File: config.mk
export PLATFORM = sky130hd
export DESIGN_NAME = piso_serializer8
export DESIGN_NICKNAME = d
export VERILOG_FILES = /design/src/rtl/piso_serializer8.sv
export SDC_FILE = /design/constraint.sdc
export NUM_CORES = 1
export LEC_CHECK = 0
export CAP_MARGIN = 15
export CORE_MARGIN = 2
export CORE_UTILIZATION = 51
export DETAILED_ROUTE_END_ITERATION = 8
export GPL_TIMING_DRIVEN = 1
export PLACE_DENSITY = 0.83
export SKIP_CTS_REPAIR_TIMING = 1
export SLEW_MARGIN = 25
export SYNTH_ARGS = -nofsm -noshare
export SYNTH_HDL_FRONTEND = slang
export SYNTH_SLANG_ARGS = --single-unit
File: constraint.sdc
create_clock -name clk -period 4.2 [get_ports clk]
set_clock_uncertainty 0.2 [all_clocks]
set_input_delay 0.42 -clock clk [delete_from_list [all_inputs] [get_ports clk]]
set_output_delay 0.42 -clock clk [all_outputs]
set_load 0.01 [all_outputs]
File: src/rtl/piso_serializer8.sv
// Parallel-in/serial-out transmitter: captures a word on ld, shifts it out one bit
// per clock on sout, with registered busy and a one-cycle done pulse per word.
module piso_serializer8 #(
  parameter int WIDTH     = 8,
  parameter bit MSB_FIRST = 1'b1
) (
  input  logic             clk,
  input  logic             reset,
  input  logic             ld,
  input  logic [WIDTH-1:0] din,
  output logic             sout,
  output logic             busy,
  output logic             done
);
  localparam int CW = $clog2(WIDTH);
  localparam logic [CW-1:0] LAST = CW'(WIDTH - 1);

  typedef enum logic {IDLE, SHIFT} state_t;

  state_t           state_q, state_d;
  logic [WIDTH-1:0] shreg_q, shreg_d;
  logic [CW-1:0]    cnt_q, cnt_d;
  logic             sout_q, sout_d;
  logic             busy_q, busy_d;
  logic             done_q, done_d;
  logic             accept;

  // A load is taken when idle or on the final bit, which gives gapless back-to-back words.
  assign accept = ld && (state_q == IDLE || cnt_q == LAST);

  always_comb begin
    state_d = state_q;
    shreg_d = shreg_q;
    cnt_d   = cnt_q;
    sout_d  = sout_q;
    busy_d  = busy_q;
    done_d  = 1'b0;
    if (accept) begin
      shreg_d = din;
      sout_d  = MSB_FIRST ? din[WIDTH-1] : din[0];
      cnt_d   = '0;
      busy_d  = 1'b1;
      state_d = SHIFT;
      done_d  = (state_q == SHIFT);
    end else if (state_q == SHIFT) begin
      if (cnt_q == LAST) begin
        state_d = IDLE;
        busy_d  = 1'b0;
        sout_d  = 1'b0;
        done_d  = 1'b1;
        cnt_d   = '0;
      end else begin
        // shreg shifts so the next bit always sits one place in from the output end
        shreg_d = MSB_FIRST ? (shreg_q << 1) : (shreg_q >> 1);
        sout_d  = MSB_FIRST ? shreg_q[WIDTH-2] : shreg_q[1];
        cnt_d   = cnt_q + 1'b1;
      end
    end
  end

  always_ff @(posedge clk or negedge reset) begin
    if (!reset) begin
      state_q <= IDLE;
      shreg_q <= '0;
      cnt_q   <= '0;
      sout_q  <= 1'b0;
      busy_q  <= 1'b0;
      done_q  <= 1'b0;
    end else begin
      state_q <= state_d;
      shreg_q <= shreg_d;
      cnt_q   <= cnt_d;
      sout_q  <= sout_d;
      busy_q  <= busy_d;
      done_q  <= done_d;
    end
  end

  assign sout = sout_q;
  assign busy = busy_q;
  assign done = done_q;
endmodule

==> metrics.cfg <==
[power_and_ir_drop]
peakVddDrop_uv = 366.1
switching_share_pct = 28.51
intPower_uw = 359.5
pwr-share-seq_pct = 43.0
leakagePower_uw = 0.0003883
p_comb_share_pct = 38.2
power_density_nw_per_um2 = 598.1
p_switching_uw = 143.4
pwr-share-clk_pct = 18.8
total_power_uw = 502.9

[global_route]
grt_start_max_net_pins = 15
overflow = 0
antenna_found_initial = 0
grt_pass1_wl_mm = 1.711
first_global_vias = 402
track_usage_pct = 17.04

[die]
dieArea_um2 = 1624
rows = 13
core-area_um2 = 1269
fp.dieW_um = 40.30
initial_utilization_pct = 52.96
io_pins = 14
die_h_um = 40.30

[cells_and_area]
antenna_cells = 0
drive_above_1_share_pct = 23.81
layout_common_cells = dfrtp_1, clkdlybuf4s50_1, mux2_4
fin_nets = 77
final_common_cell = dfrtp_1
finalInstanceArea_um2 = 840.8
area_delta_synth_final_pct = 25.14

[yosys]
synth_seq_cells = 14
avgSynthCellArea_um2 = 14.00
ys_types = 20
syn_nets = 61
ys_seq_area_share_pct = 52.14
synth_area_um2 = 671.9
synth_cells = 48
yosysWarningCount = 0

[timing]
max-slew-margin-rel_pct = 60.12
hold_viol = 0
slew_violations = 0
min_period_ns = 1.979
holdWs_ns = 0.2907
finalCritPeriodShare_pct = 47.12
worst_pin_slew_ns = 0.5963
grt_setup_unrepaired = no
setup_slack_ns = 2.221
max_freq_ghz = 0.5052
setup_tns_ns = 0
setup_violations = 0

[place]
place_congestion = 0.6960
place_ws_ns = 1.904
post-dp-hpwl_um = 832.7
dpl_cell_area_um2 = 804.5
port_buffers = 13

[cts]
cts_root_buf = clkbuf_4
cts_max_level = 1
cts.sinks = 14
cts_tree = yes
cts_buffer_depth = 2
clk_latency_ns = 0.27
clk_pin_slew_ns = 0.08
cts_buffers = 3

[critical_path]
endpoint_kind = flip-flop
required_ns = 4.16
path_max_fanout = 13
cp-startpoint = ld
cp-start-kind = input pin
arrival_ns = 1.94
rrSetupSlack_ns = 2.29
rr_startpoint = cnt_q[0]
reg2reg_to = shreg_q[4]
reg2reg_depth = 4
crit_end = shreg_q[4]
path_class = input pin to flip-flop

[worst_hold_path]
hold_path_class = flip-flop to flip-flop
hold_depth = 1

[drt]
drc = 0
wl_mm = 1.103
drtIter0Drc = 4
drt-pass1-iter-count = 2
via_count = 404
route.met2.wl_um = 536
avgRoutedWirePerCell_um = 14.14
dr.max_layer_used = met4
wl_met3_um = 71
viasPerCell = 5.179
wl_met1_um = 487
drt.antenna.violating_nets = 0

[run_status]
status = finished clean

[flow_run]
cap_violations = 0

## routing by layer
layer	vias up	global-route usage (%)
met3	2	6.667
met2	12	25.40
met4	0	7.500
met1	186	21.75
li1	204	-
met5	-	0
## power groups by stage
stage / Clock [uW] / Sequential, uW / Combinational [uW]
after floorplan: 0 / 218 / 138
after global placement: 0 / 217 / 187
after detailed placement: 0 / 220 / 194
after CTS: 98.9 / 217 / 196
after global routing: 109 / 224 / 212
final: 94.7 / 216 / 192
## worst min-delay path by stage
stage / startpoint / endpoint / slack (ns)
2_1_floorplan: reset / busy / -0.08
3_3_place_gp: shreg_q[4] / shreg_q[5] / 0.27
3_5_place_dp: shreg_q[4] / shreg_q[5] / 0.28
4_1_cts: shreg_q[4] / shreg_q[5] / 0.30
5_1_grt: shreg_q[4] / shreg_q[5] / 0.32
6_report: shreg_q[4] / shreg_q[5] / 0.29
## layout make-up
cell class / instances / area (um2)
well taps: 15 / 18.77
clock buffers: 4 / 36.28
inverters: 1 / 3.754
multi-input cells: 31 / 301.5
fillers: 101 / 427.9
repair buffers: 13 / 130.1
flip-flops and latches: 14 / 350.3
## cells in the mapped netlist
master,count,share of area [%]
and2_1,1,0.93
mux2_2,4,6.7
ha_1,2,3.7
dfrtp_1,14,52
a31oi_1,1,0.93
nor2_1,3,1.7
o221ai_1,1,1.3
a32o_1,1,1.5
mux2i_1,2,3.0
inv_1,1,0.56
nand2b_1,2,1.9
nor2b_1,1,0.93
mux2_4,6,13
buf_2,1,0.74
nand3_1,1,0.74
nand2_1,1,0.56
nand2b_2,1,1.3
mux2_1,3,5.0
a22o_1,1,1.3
buf_6,1,1.7
## critical path, stage by stage
cell             delay (ns)
clkdlybuf4s50_1        0.84
mux2_2                 0.39
mux2_1                 0.29
## logic make-up (layout without fill, tap and decap cells)
| logic type | count (synthesis) | count (layout) | synth area share (%) |
|---|---|---|---|
| mux | 15 | 15 | 28.12 |
| flops | 14 | 14 | 52.14 |
| simple gates | 10 | 10 | 8.007 |
| compound gates | 4 | 4 | 5.029 |
| buf+inv | 3 | 18 | 2.978 |
| fa+ha+maj | 2 | 2 | 3.724 |
## state kept, by name, indices dropped and copies added (netlist names)
name / cells
shreg_q: 7
cnt_q: 3
busy: 1
done: 1
sout: 1
state_q: 1
## metrics by stage
| step | util (%) | instances |
|---|---|---|
| 2_1_floorplan | - | 48 |
| 3_3_place_gp | 63.41 | 74 |
| 3_5_place_dp | 63.41 | 74 |
| 4_1_cts | 66.27 | 78 |
| 5_1_grt | 66.27 | 78 |
| 6_report | 66.27 | 78 |
Note: power is estimated with default switching activity, not from simulation.
